[src/rtl/mdu_sched_pkg.sv]
// Shared types and constants for the MDU scheduler and its iterative divider.
package mdu_sched_pkg;

   localparam int DATA_W   = 32;
   localparam int ROB_W    = 6;
   localparam int DIV_ITER = 32;

   typedef logic [DATA_W-1:0] word_t;
   typedef logic [ROB_W-1:0]  rob_id_t;

   typedef enum logic [2:0] {
      OP_MUL   = 3'd0,
      OP_MULH  = 3'd1,
      OP_MULHU = 3'd2,
      OP_RSVD  = 3'd3,
      OP_DIV   = 3'd4,
      OP_DIVU  = 3'd5,
      OP_MOD   = 3'd6,
      OP_MODU  = 3'd7
   } mdu_op_e;

   typedef enum logic [1:0] {
      DIV_IDLE = 2'd0,
      DIV_RUN  = 2'd1,
      DIV_DONE = 2'd2
   } div_state_e;

   // One 64-bit product of (optionally) sign-extended operands covers all three
   // multiply flavours; the reserved encoding falls through to the low word.
   function automatic word_t mul_result(mdu_op_e op, word_t a, word_t b);
      logic             sx;
      logic [2*DATA_W-1:0] ext_a;
      logic [2*DATA_W-1:0] ext_b;
      logic [2*DATA_W-1:0] prod;
      sx    = (op == OP_MULH);
      ext_a = {{DATA_W{sx & a[DATA_W-1]}}, a};
      ext_b = {{DATA_W{sx & b[DATA_W-1]}}, b};
      prod  = ext_a * ext_b;
      if (op == OP_MULH || op == OP_MULHU) return prod[2*DATA_W-1:DATA_W];
      return prod[DATA_W-1:0];
   endfunction

endpackage

[src/rtl/mdu_sched_if.sv]
// Issue-side request and writeback-side result handshakes of the MDU scheduler.
interface mdu_sched_if;

   logic                     req_valid;
   logic                     req_ready;
   mdu_sched_pkg::mdu_op_e   req_op;
   mdu_sched_pkg::word_t     req_src0;
   mdu_sched_pkg::word_t     req_src1;
   mdu_sched_pkg::rob_id_t   req_rob_id;

   logic                     res_valid;
   logic                     res_ready;
   mdu_sched_pkg::word_t     res_data;
   mdu_sched_pkg::rob_id_t   res_rob_id;

   modport master (
      output req_valid, req_op, req_src0, req_src1, req_rob_id, res_ready,
      input  req_ready, res_valid, res_data, res_rob_id
   );

   modport slave (
      input  req_valid, req_op, req_src0, req_src1, req_rob_id, res_ready,
      output req_ready, res_valid, res_data, res_rob_id
   );

endinterface

[src/rtl/mdu_sched_div_iter.sv]
// Radix-2 restoring unsigned divider, one quotient bit per cycle.
module mdu_div_iter
   import mdu_sched_pkg::*;
(
   input  logic  clk,
   input  logic  rst_n,
   input  logic  start_i,
   input  logic  kill_i,
   input  word_t dividend_i,
   input  word_t divisor_i,
   output logic  busy_o,
   output logic  done_o,
   output word_t quot_o,
   output word_t rem_o
);

   localparam int CNT_W = $clog2(DIV_ITER + 1);

   word_t            rem_q, rem_d;
   word_t            quot_q, quot_d;
   word_t            dsr_q, dsr_d;
   logic [CNT_W-1:0] cnt_q, cnt_d;
   logic             busy_q, busy_d;
   logic [DATA_W:0]  rem_sh;
   logic [DATA_W:0]  diff;
   word_t            rem_step;
   word_t            quot_step;

   always_comb begin
      rem_sh = {rem_q, quot_q[DATA_W-1]};
      diff   = rem_sh - {1'b0, dsr_q};
      if (diff[DATA_W]) begin
         rem_step  = rem_sh[DATA_W-1:0];
         quot_step = {quot_q[DATA_W-2:0], 1'b0};
      end else begin
         rem_step  = diff[DATA_W-1:0];
         quot_step = {quot_q[DATA_W-2:0], 1'b1};
      end
   end

   always_comb begin
      rem_d  = rem_q;
      quot_d = quot_q;
      dsr_d  = dsr_q;
      cnt_d  = cnt_q;
      busy_d = busy_q;
      if (kill_i) begin
         busy_d = 1'b0;
      end else if (start_i) begin
         rem_d  = '0;
         quot_d = dividend_i;
         dsr_d  = divisor_i;
         cnt_d  = CNT_W'(DIV_ITER);
         busy_d = 1'b1;
      end else if (busy_q) begin
         rem_d  = rem_step;
         quot_d = quot_step;
         cnt_d  = cnt_q - 1'b1;
         busy_d = (cnt_q != CNT_W'(1));
      end
   end

   always_ff @(posedge clk) begin
      if (!rst_n) begin
         busy_q <= 1'b0;
         cnt_q  <= '0;
      end else begin
         busy_q <= busy_d;
         cnt_q  <= cnt_d;
      end
      rem_q  <= rem_d;
      quot_q <= quot_d;
      dsr_q  <= dsr_d;
   end

   // The final step is exposed combinationally so the owner can capture it
   // on the same edge the last bit is produced.
   assign busy_o = busy_q;
   assign done_o = busy_q && (cnt_q == CNT_W'(1)) && !kill_i;
   assign quot_o = quot_step;
   assign rem_o  = rem_step;

endmodule

[src/rtl/mdu_sched.sv]
// MDU execution controller: multiply pipe, iterative divide FSM, result arbiter.
//   state    | meaning
//   DIV_IDLE | divider free, may accept a div/mod op
//   DIV_RUN  | iterating 32 cycles in mdu_div_iter
//   DIV_DONE | signed-fixed result held until the result port grants it
module mdu_sched
   import mdu_sched_pkg::*;
#(
   parameter int MUL_STAGES = 2
)
(
   input  logic         clk,
   input  logic         rst_n,
   input  logic         flush_i,
   mdu_sched_if.slave   bus,
   output logic         div_busy_o
);

   mdu_op_e         op;
   logic            op_is_div;
   logic            op_signed;
   logic            live;
   logic            req_ready;
   logic            acc_mul;
   logic            acc_div;

   logic [MUL_STAGES-1:0] mul_v_q, mul_v_d;
   word_t           mul_data_q [MUL_STAGES];
   word_t           mul_data_d [MUL_STAGES];
   rob_id_t         mul_tag_q  [MUL_STAGES];
   rob_id_t         mul_tag_d  [MUL_STAGES];
   logic            mul_last_v;
   logic            mul_adv;
   logic            mul_grant;

   div_state_e      div_state_q, div_state_d;
   word_t           div_res_q, div_res_d;
   rob_id_t         div_tag_q, div_tag_d;
   logic            div_mod_q, div_mod_d;
   logic            div_qneg_q, div_qneg_d;
   logic            div_rneg_q, div_rneg_d;
   logic            div_done;
   logic            div_grant;
   logic            neg_a, neg_b;
   logic            div_zero, div_ovf;
   word_t           abs_a, abs_b;
   logic            iter_busy, iter_done;
   word_t           iter_quot, iter_rem;

   logic            res_valid;
   logic            grant;

   assign op         = bus.req_op;
   assign op_is_div  = op[2];
   assign op_signed  = (op == OP_DIV) || (op == OP_MOD);
   assign live       = rst_n && !flush_i;

   assign mul_last_v = mul_v_q[MUL_STAGES-1];
   assign div_done   = (div_state_q == DIV_DONE);
   assign res_valid  = div_done || mul_last_v;
   assign grant      = res_valid && bus.res_ready;
   assign div_grant  = grant && div_done;
   assign mul_grant  = grant && !div_done;
   assign mul_adv    = !mul_last_v || mul_grant;

   assign req_ready  = live && (op_is_div ? (div_state_q == DIV_IDLE && !iter_busy) : mul_adv);
   assign acc_mul    = bus.req_valid && req_ready && !op_is_div;
   assign acc_div    = bus.req_valid && req_ready && op_is_div;

   // The whole pipe moves or freezes together, so bubbles keep their slots.
   always_comb begin
      mul_v_d    = mul_v_q;
      mul_data_d = mul_data_q;
      mul_tag_d  = mul_tag_q;
      if (mul_adv) begin
         mul_v_d[0]    = acc_mul;
         mul_data_d[0] = mul_result(op, bus.req_src0, bus.req_src1);
         mul_tag_d[0]  = bus.req_rob_id;
         for (int i = 1; i < MUL_STAGES; i++) begin
            mul_v_d[i]    = mul_v_q[i-1];
            mul_data_d[i] = mul_data_q[i-1];
            mul_tag_d[i]  = mul_tag_q[i-1];
         end
      end
      if (flush_i) mul_v_d = '0;
   end

   assign neg_a    = op_signed && bus.req_src0[DATA_W-1];
   assign neg_b    = op_signed && bus.req_src1[DATA_W-1];
   assign abs_a    = neg_a ? -bus.req_src0 : bus.req_src0;
   assign abs_b    = neg_b ? -bus.req_src1 : bus.req_src1;
   assign div_zero = (bus.req_src1 == '0);
   assign div_ovf  = op_signed && (bus.req_src0 == {1'b1, {(DATA_W-1){1'b0}}})
                     && (bus.req_src1 == '1);

   mdu_div_iter u_div (
      .clk        (clk),
      .rst_n      (rst_n),
      .start_i    (acc_div && !div_zero && !div_ovf),
      .kill_i     (flush_i),
      .dividend_i (abs_a),
      .divisor_i  (abs_b),
      .busy_o     (iter_busy),
      .done_o     (iter_done),
      .quot_o     (iter_quot),
      .rem_o      (iter_rem)
   );

   always_comb begin
      div_state_d = div_state_q;
      div_res_d   = div_res_q;
      div_tag_d   = div_tag_q;
      div_mod_d   = div_mod_q;
      div_qneg_d  = div_qneg_q;
      div_rneg_d  = div_rneg_q;
      unique case (div_state_q)
         DIV_IDLE: begin
            if (acc_div) begin
               div_tag_d  = bus.req_rob_id;
               div_mod_d  = op[1];
               div_qneg_d = neg_a ^ neg_b;
               div_rneg_d = neg_a;
               if (div_zero) begin
                  div_res_d   = op[1] ? bus.req_src0 : '1;
                  div_state_d = DIV_DONE;
               end else if (div_ovf) begin
                  div_res_d   = op[1] ? '0 : {1'b1, {(DATA_W-1){1'b0}}};
                  div_state_d = DIV_DONE;
               end else begin
                  div_state_d = DIV_RUN;
               end
            end
         end
         DIV_RUN: begin
            if (iter_done) begin
               if (div_mod_q) div_res_d = div_rneg_q ? -iter_rem : iter_rem;
               else           div_res_d = div_qneg_q ? -iter_quot : iter_quot;
               div_state_d = DIV_DONE;
            end
         end
         DIV_DONE: begin
            if (div_grant) div_state_d = DIV_IDLE;
         end
         default: div_state_d = DIV_IDLE;
      endcase
      if (flush_i) div_state_d = DIV_IDLE;
   end

   always_ff @(posedge clk) begin
      if (!rst_n) begin
         mul_v_q     <= '0;
         div_state_q <= DIV_IDLE;
      end else begin
         mul_v_q     <= mul_v_d;
         div_state_q <= div_state_d;
      end
      mul_data_q <= mul_data_d;
      mul_tag_q  <= mul_tag_d;
      div_res_q  <= div_res_d;
      div_tag_q  <= div_tag_d;
      div_mod_q  <= div_mod_d;
      div_qneg_q <= div_qneg_d;
      div_rneg_q <= div_rneg_d;
   end

   // Divider wins so it can take the next div op; the mul tail simply stalls.
   assign bus.req_ready  = req_ready;
   assign bus.res_valid  = res_valid;
   assign bus.res_data   = div_done   ? div_res_q :
                           mul_last_v ? mul_data_q[MUL_STAGES-1] : '0;
   assign bus.res_rob_id = div_done   ? div_tag_q :
                           mul_last_v ? mul_tag_q[MUL_STAGES-1] : '0;
   assign div_busy_o     = (div_state_q != DIV_IDLE);

endmodule
[src/flat_wrapper.sv]
// flat-port wrapper written by rule: the top's interface ports become plain ports
module mdu_sched_flat import mdu_sched_pkg::*;
#(
   parameter int MUL_STAGES = 2
)
  (clk, rst_n, flush_i, div_busy_o, bus_req_valid, bus_req_op, bus_req_src0, bus_req_src1, bus_req_rob_id, bus_res_ready, bus_req_ready, bus_res_valid, bus_res_data, bus_res_rob_id);
  mdu_sched_if bus_i ();
  input  logic clk;
  input  logic rst_n;
  input  logic flush_i;
  output logic div_busy_o;
  input wire logic [$bits(bus_i.req_valid)-1:0] bus_req_valid;
  input wire logic [$bits(bus_i.req_op)-1:0] bus_req_op;
  input wire logic [$bits(bus_i.req_src0)-1:0] bus_req_src0;
  input wire logic [$bits(bus_i.req_src1)-1:0] bus_req_src1;
  input wire logic [$bits(bus_i.req_rob_id)-1:0] bus_req_rob_id;
  input wire logic [$bits(bus_i.res_ready)-1:0] bus_res_ready;
  output wire logic [$bits(bus_i.req_ready)-1:0] bus_req_ready;
  output wire logic [$bits(bus_i.res_valid)-1:0] bus_res_valid;
  output wire logic [$bits(bus_i.res_data)-1:0] bus_res_data;
  output wire logic [$bits(bus_i.res_rob_id)-1:0] bus_res_rob_id;
  assign bus_i.req_valid = bus_req_valid;
  assign bus_i.req_op = bus_req_op;
  assign bus_i.req_src0 = bus_req_src0;
  assign bus_i.req_src1 = bus_req_src1;
  assign bus_i.req_rob_id = bus_req_rob_id;
  assign bus_i.res_ready = bus_res_ready;
  assign bus_req_ready = bus_i.req_ready;
  assign bus_res_valid = bus_i.res_valid;
  assign bus_res_data = bus_i.res_data;
  assign bus_res_rob_id = bus_i.res_rob_id;
  mdu_sched #(.MUL_STAGES(MUL_STAGES)) u_core (.clk(clk), .rst_n(rst_n), .flush_i(flush_i), .bus(bus_i), .div_busy_o(div_busy_o));
endmodule
[config.mk]
export PLATFORM = sky130hd
export DESIGN_NAME = mdu_sched_flat
export DESIGN_NICKNAME = d
export VERILOG_FILES = /design/src/rtl/mdu_sched_pkg.sv /design/src/rtl/mdu_sched_if.sv /design/src/rtl/mdu_sched_div_iter.sv /design/src/rtl/mdu_sched.sv /design/src/flat_wrapper.sv
export SDC_FILE = /design/constraint.sdc
export NUM_CORES = 2
export LEC_CHECK = 0
export CAP_MARGIN = 0
export CORE_UTILIZATION = 55
export DETAILED_ROUTE_END_ITERATION = 8
export HOLD_SLACK_MARGIN = 0.08
export PLACE_DENSITY = 0.72
export SLEW_MARGIN = 20
export SYNTH_ARGS = -nofsm -noshare
export SYNTH_HDL_FRONTEND = slang
export SYNTH_SLANG_ARGS = --single-unit
export TNS_END_PERCENT = 30
[constraint.sdc]
create_clock -name clk -period 10.15 [get_ports clk]
set_input_delay 2.03 -clock clk [delete_from_list [all_inputs] [get_ports clk]]
set_output_delay 2.03 -clock clk [all_outputs]
set_load 0.02 [all_outputs]
## Yosys cells after proc, flatten, opt, wreduce, memory -nomap -nowiden

Index checks and enable logic that the tools add are counted.

- Bitwise gates (word level): 5
- Equal/unequal tests: 14
- Multipliers: 1
- Multiplexer cells: 36
- Reduce and logical (&&, ||, !) cells: 39
- $add $sub $neg: 6

Operators with widths:

| operator | count |
|---|---|
| 32-bit two-way mux | 19 |
| 32-bit negation | 4 |
| 32-bit == test (second input constant) | 2 |
| 33-bit by 33-bit multiplier with 64-bit output | 1 |
| 32-bit case mux with 2 select lines | 1 |
| 33-bit by 32-bit subtractor with 33-bit output | 1 |
| 32-bit logical NOT | 1 |
| 6-bit two-way mux | 4 |
| 1-bit logical AND | 17 |
| 2-bit two-way mux | 5 |
| 1-bit logical NOT | 7 |
| 3-bit == test (second input constant) | 2 |
| 6-bit by 1-bit == test with 1-bit output (second input constant) | 1 |
| 1-bit two-way mux | 6 |
| 6-bit by 1-bit inequality test with 1-bit output (second input constant) | 1 |
| 2-bit case mux with 3 select lines | 1 |
| 2-bit AND reduction | 3 |
| 2-bit nonzero test | 3 |
| 6-bit by 1-bit subtractor with 6-bit output (second input constant) | 1 |
| 1-bit logical OR | 4 |
| 2-bit by 1-bit inequality test with 1-bit output (second input constant) | 2 |
| 4-bit AND reduction | 1 |
| 3-bit by 1-bit == test with 1-bit output (second input constant) | 1 |
| 3-bit by 2-bit == test with 1-bit output (second input constant) | 1 |
| other kinds (10) | 12 |

- Input port bits: 78
- Register bits after elaboration: 224
- Word-level logic and storage cells: 117
- Output and inout bits: 41

## Logic depth before layout (Yosys ltp)

- Depth after elaboration: 13
- Mapped depth: 33
- Depth with buffers taken out: 31

## Modules after synthesis

From an unflattened synthesis, not the netlist that was laid out.

- Cells, all modules: 5753
- Area total of the unflattened synthesis: 52759.4 um2

Modules (own cells, without submodules):

| module | cells an instance | times used | sequential area each (um2) | area an instance (um2) |
|---|---|---|---|---|
| mdu_sched | 5151 | 1 | 3593.4 | 46061.7 |
| mdu_div_iter | 602 | 1 | 3022.9 | 6697.7 |

## Worst setup path before layout

OpenSTA, ideal clock, no wires.

- Path type: input to register
- From: input bus_req_op[1]
- To: register u_core.mul_data_q[60] in the netlist's numbering (data pin)
- Cell stages on the path: 31
- Buffers on the path: 2
- Data required time: 10015 ps
- Setup time: 135 ps
- Setup slack: 12 ps
- Data arrival time: 10003 ps
- Path through: clkbuf_1 > nor3b_1 > and2_1 > clkbuf_1 > nand2_1 > inv_1 > fa_1 > inv_1 > fa_1 > inv_1 > fa_1 > fa_1 > inv_1 > fa_1 > inv_1 > fa_1 > inv_1 > fa_1 > fa_1 > inv_1 > ha_1 > nand4_1 > nor2_1 > nand2_1 > or2_2 > o22a_1 > a31oi_1 > a21oi_1 > nand2b_1 > a2111o_1 > nand3_1

- Longest elaborated chain between the ends: 5
- Elaborated cells on any way between the ends: 10
- Those cells by class: mul: 1; eq/ne: 2; mux: 4; bitwise: 2; reduce/logical: 1

Ends and longest elaborated chain:

| item | line | text |
|---|---|---|
| start, declared | flat_wrapper.sv:13 | `input wire logic [$bits(bus_i.req_op)-1:0] bus_req_op;` |
| 3-bit by 1-bit == test with 1-bit output / 3-bit by 2-bit == test with 1-bit output (equally long branches) | mdu_sched_pkg.sv:35, mdu_sched_pkg.sv:39 |  |
| 1-bit AND, or another cell as far along | mdu_sched_pkg.sv:36 | `ext_a = {{DATA_W{sx & a[DATA_W-1]}}, a};` |
| 33-bit by 33-bit multiplier with 64-bit output / 1-bit two-way mux (equally long branches) | mdu_sched_pkg.sv:38, mdu_sched_pkg.sv:39 |  |
| 32-bit two-way mux / 1-bit two-way mux (equally long branches) | mdu_sched_pkg.sv:39, mdu_sched.sv:75 |  |
| 32-bit two-way mux (*) | mdu_sched_pkg.sv:40 | `return prod[DATA_W-1:0];` |
| end signal, assigned | mdu_sched.sv:157 | `mul_data_q <= mul_data_d;` |
| end, declared | mdu_sched.sv:28 | `word_t mul_data_q [MUL_STAGES];` |

Mark *: on every way between the ends. The rest lies on a longest branch, timed or not. The select of a mux whose other input is x is not followed.
A chain may end at the register's enable or synchronous reset.

## Worst setup path after layout

- From: input bus_req_src1[1]
- To: register u_core.mul_data_q[59] in the netlist's numbering (data pin)

- Longest elaborated chain between the ends: 3

Ends and longest elaborated chain:

| item | line | text |
|---|---|---|
| start, declared | flat_wrapper.sv:15 | `input wire logic [$bits(bus_i.req_src1)-1:0] bus_req_src1;` |
| 33-bit by 33-bit multiplier with 64-bit output (*) | mdu_sched_pkg.sv:38 | `prod = ext_a * ext_b;` |
| 32-bit two-way mux | mdu_sched_pkg.sv:39 | `if (op == OP_MULH \|\| op == OP_MULHU) return prod[2*DATA_W-1:DATA_W];` |
| 32-bit two-way mux (*) | mdu_sched_pkg.sv:40 |  |

Marked as above.

==> reports/results.txt <==
Rel. slew slack = 0.362
1st-pass router iterations = 6
Worst-path clk slew = 0.06 ns
Hold Vio Cnt, Final = 0
Worst Path Required = 10.42 ns
Unique masters post-synth = 85
syn_area_per_cell = 9.07 µm²
H-tree depth = 1
Final Cycle Share = 0.974
via count = 41086
Non-Filler Instances = 7327
# setup viols final = 0
DIE WIDTH = 309 µm
die area = 0.0956 mm²
remaining antenna violation count = 0
Critical Path Start Type = primary input
initial antenna violation count = 8
cell taking the most area after synthesis = fa_1
Max Buffers Root-to-Sink = 3
most common cell in the netlist = inv_1
CP max-delay cell = fa_1
Worst Tran Pin Value = 0.956 ns
Final Hold Slack = 0.417 ns
first-pass GRT wire length = 247000 µm
met1 usage = 0.454
pin count of the biggest net entering global routing = 85
CTS Hold Buffers Added = 0
#FFs+latches synth = 224
standard-cell row count = 112
IO Port Bufs = 118
status = complete, no violations
CP Data Arrival Time = 10.16 ns
Worst Clk Skew = 0.0198 ns
Inst Count DP = 7272
Post-synth ARST share = 0
Hold Crit Depth = 0
cell repeated most along the worst path = fa_1
Syn Inst Count = 5719
met3 Use GR = 0.0494
grt ovf = 0
number of global-route vias before repair = 43315
I/O Pins = 119
Area Growth Syn to Fin = 13.4%
met2 GRT Util = 0.552
core area = 0.0933 mm²
total wire length = 157000 µm
Clock Latency Late Sink = 0.56 ns
Crit. End Element = register
CTS Buf Count = 26
GRT busiest layer = met2
Final HPWL DP = 132000 µm
Ys Warns = 0
post-layout minimum cycle time = 9.88 ns
routability cong. = 0.975
Final Max Tran Viols = 0
GRT Total Usage = 0.340
DIE HEIGHT = 309 µm
reg2reg path depth = 19
RSZ-0062 raised after global routing = no
syn_nets = 7174
number of synthesized flops with an enable pin = 213
DRC Markers = 0
Synth top cells by count = 1204 x inv_1, 1126 x fa_1, 944 x nand2_1
top post-synthesis cells by area = fa_1 43%, edfxtp_1 12%, inv_1 8.7%
CTS root buf = clkbuf_16
maxcap violations = 0
WS Path Type = in2reg
Mapped Area = 0.0519 mm²
Initial Utilization = 0.556
share of post-route cells with drive strength above 1 = 0.105
via/cell ratio = 5.61
worst-path fanout max = 11
CP peak stage delay = 0.55 ns
TritonCTS clock tree = done
HP Class = reg2reg
Initial DRC Count = 3694
Primary FF master, synth = edfxtp_1
fin nets = 7503
fin util = 0.631
register area share after synthesis = 0.128
# clock sinks = 224
Fmax = 101 MHz
drt wl/cell = 21.4 µm
Yosys top cell area share = 0.434
## routing by layer
metal  routed length, µm  vias to the layer above
met1               61200                    20892
met5                  55                        -
li1                    -                    17929
met3               12800                      403
met4                8950                        8
met2               74000                     1854
## layout by cell type, fill, tap and decap left out, types with 17 or more instances in the layout
cell type	netlist	layout
nand4_1	19	19
nor2b_1	20	17
inv_1	1204	1200
nand3_1	73	73
nand2b_1	33	31
xnor2_1	123	122
nor4_1	18	18
a31oi_1	22	22
buf_12	0	42
fa_1	1126	1125
clkbuf_16	0	27
ha_1	251	250
mux2i_1	23	23
o211ai_1	21	21
o31ai_1	24	23
a21oi_1	189	185
buf_4	1	479
and3_1	33	33
nor3_1	39	39
a21o_1	47	47
nor2_1	228	228
xor2_1	99	99
nand2_1	944	944
edfxtp_1	213	213
o21ai_0	136	131
clkdlybuf4s50_1	0	99
and2_1	291	290
## cells by family after synthesis
family / Yosys count / synth area share
AND/OR/NAND/NOR: 1754 / 0.153
buffers and inverters: 1546 / 0.113
adder cells (fa/ha/maj): 1377 / 0.495
AO/OA/AOI/OAI: 571 / 0.0693
flip-flops: 224 / 0.128
XOR/XNOR: 222 / 0.0375
multiplexers: 25 / 0.00487
## per-stage QoR
step,setup slack [ns],instance area [µm²],setup TNS [ns]
detailed placement,-0.653,57700,-10.08
global placement,-0.614,57700,-7.86
global route,0.0106,58800,0
floorplan,0.0117,51900,0
CTS,0.0756,58700,0
finish,0.267,58900,0
## final timing paths
check | from | to | slack (ns)
setup / recovery | bus_req_src1[1] | u_core.mul_data_q[59] | 0.27
hold / removal | u_core.mul_data_q[49] | u_core.mul_data_q[17] | 0.42
setup reg to reg | u_core.u_div.quot_q[31] | u_core.div_res_q[30] | 4.08
hold reg to reg | u_core.mul_data_q[49] | u_core.mul_data_q[17] | 0.42
## registers in the layout, summed over array words and instances, names as in the netlist, 2 cells and up
register             count
u_core.div_tag_q         6
u_core.u_div.quot_q     32
u_core.u_div.dsr_q      32
u_core.mul_tag_q        12
u_core.mul_v_q           2
u_core.mul_data_q       64
u_core.div_res_q        32
u_core.u_div.rem_q      32
u_core.u_div.cnt_q       6
u_core.div_state_q       2
## what timing repair did
action | CTS | global route
setup buffers | 0 | 2
endpoints found under the setup margin | 2 | 23
gates resized for setup | 2 | 32
cloned | 0 | 0
pin swaps | 0 | 9
## final cells by class
cell class,instances,area [µm²]
multi-input cells,3949,39500
fillers,7841,34500
flip-flops and latches,224,6620
repair buffers,641,5580
inverters,1206,4530
well taps,1254,1570
clock buffers,31,701
clock inverters,16,308
diodes,6,15.0
## worst max-delay path, delay by kind of cell
kind | cells | cell delay (ns)
AOI/OAI and AO/OA | 9 | 1.65
adders and majority gates | 9 | 4.43
xor gates and xnor gates | 1 | 0.24
buffers and inverters | 9 | 1.41
and+or+nand+nor | 2 | 0.37
Power is not shown: default switching activity piles up to over one toggle a cycle in this logic, so the estimate is an artifact.
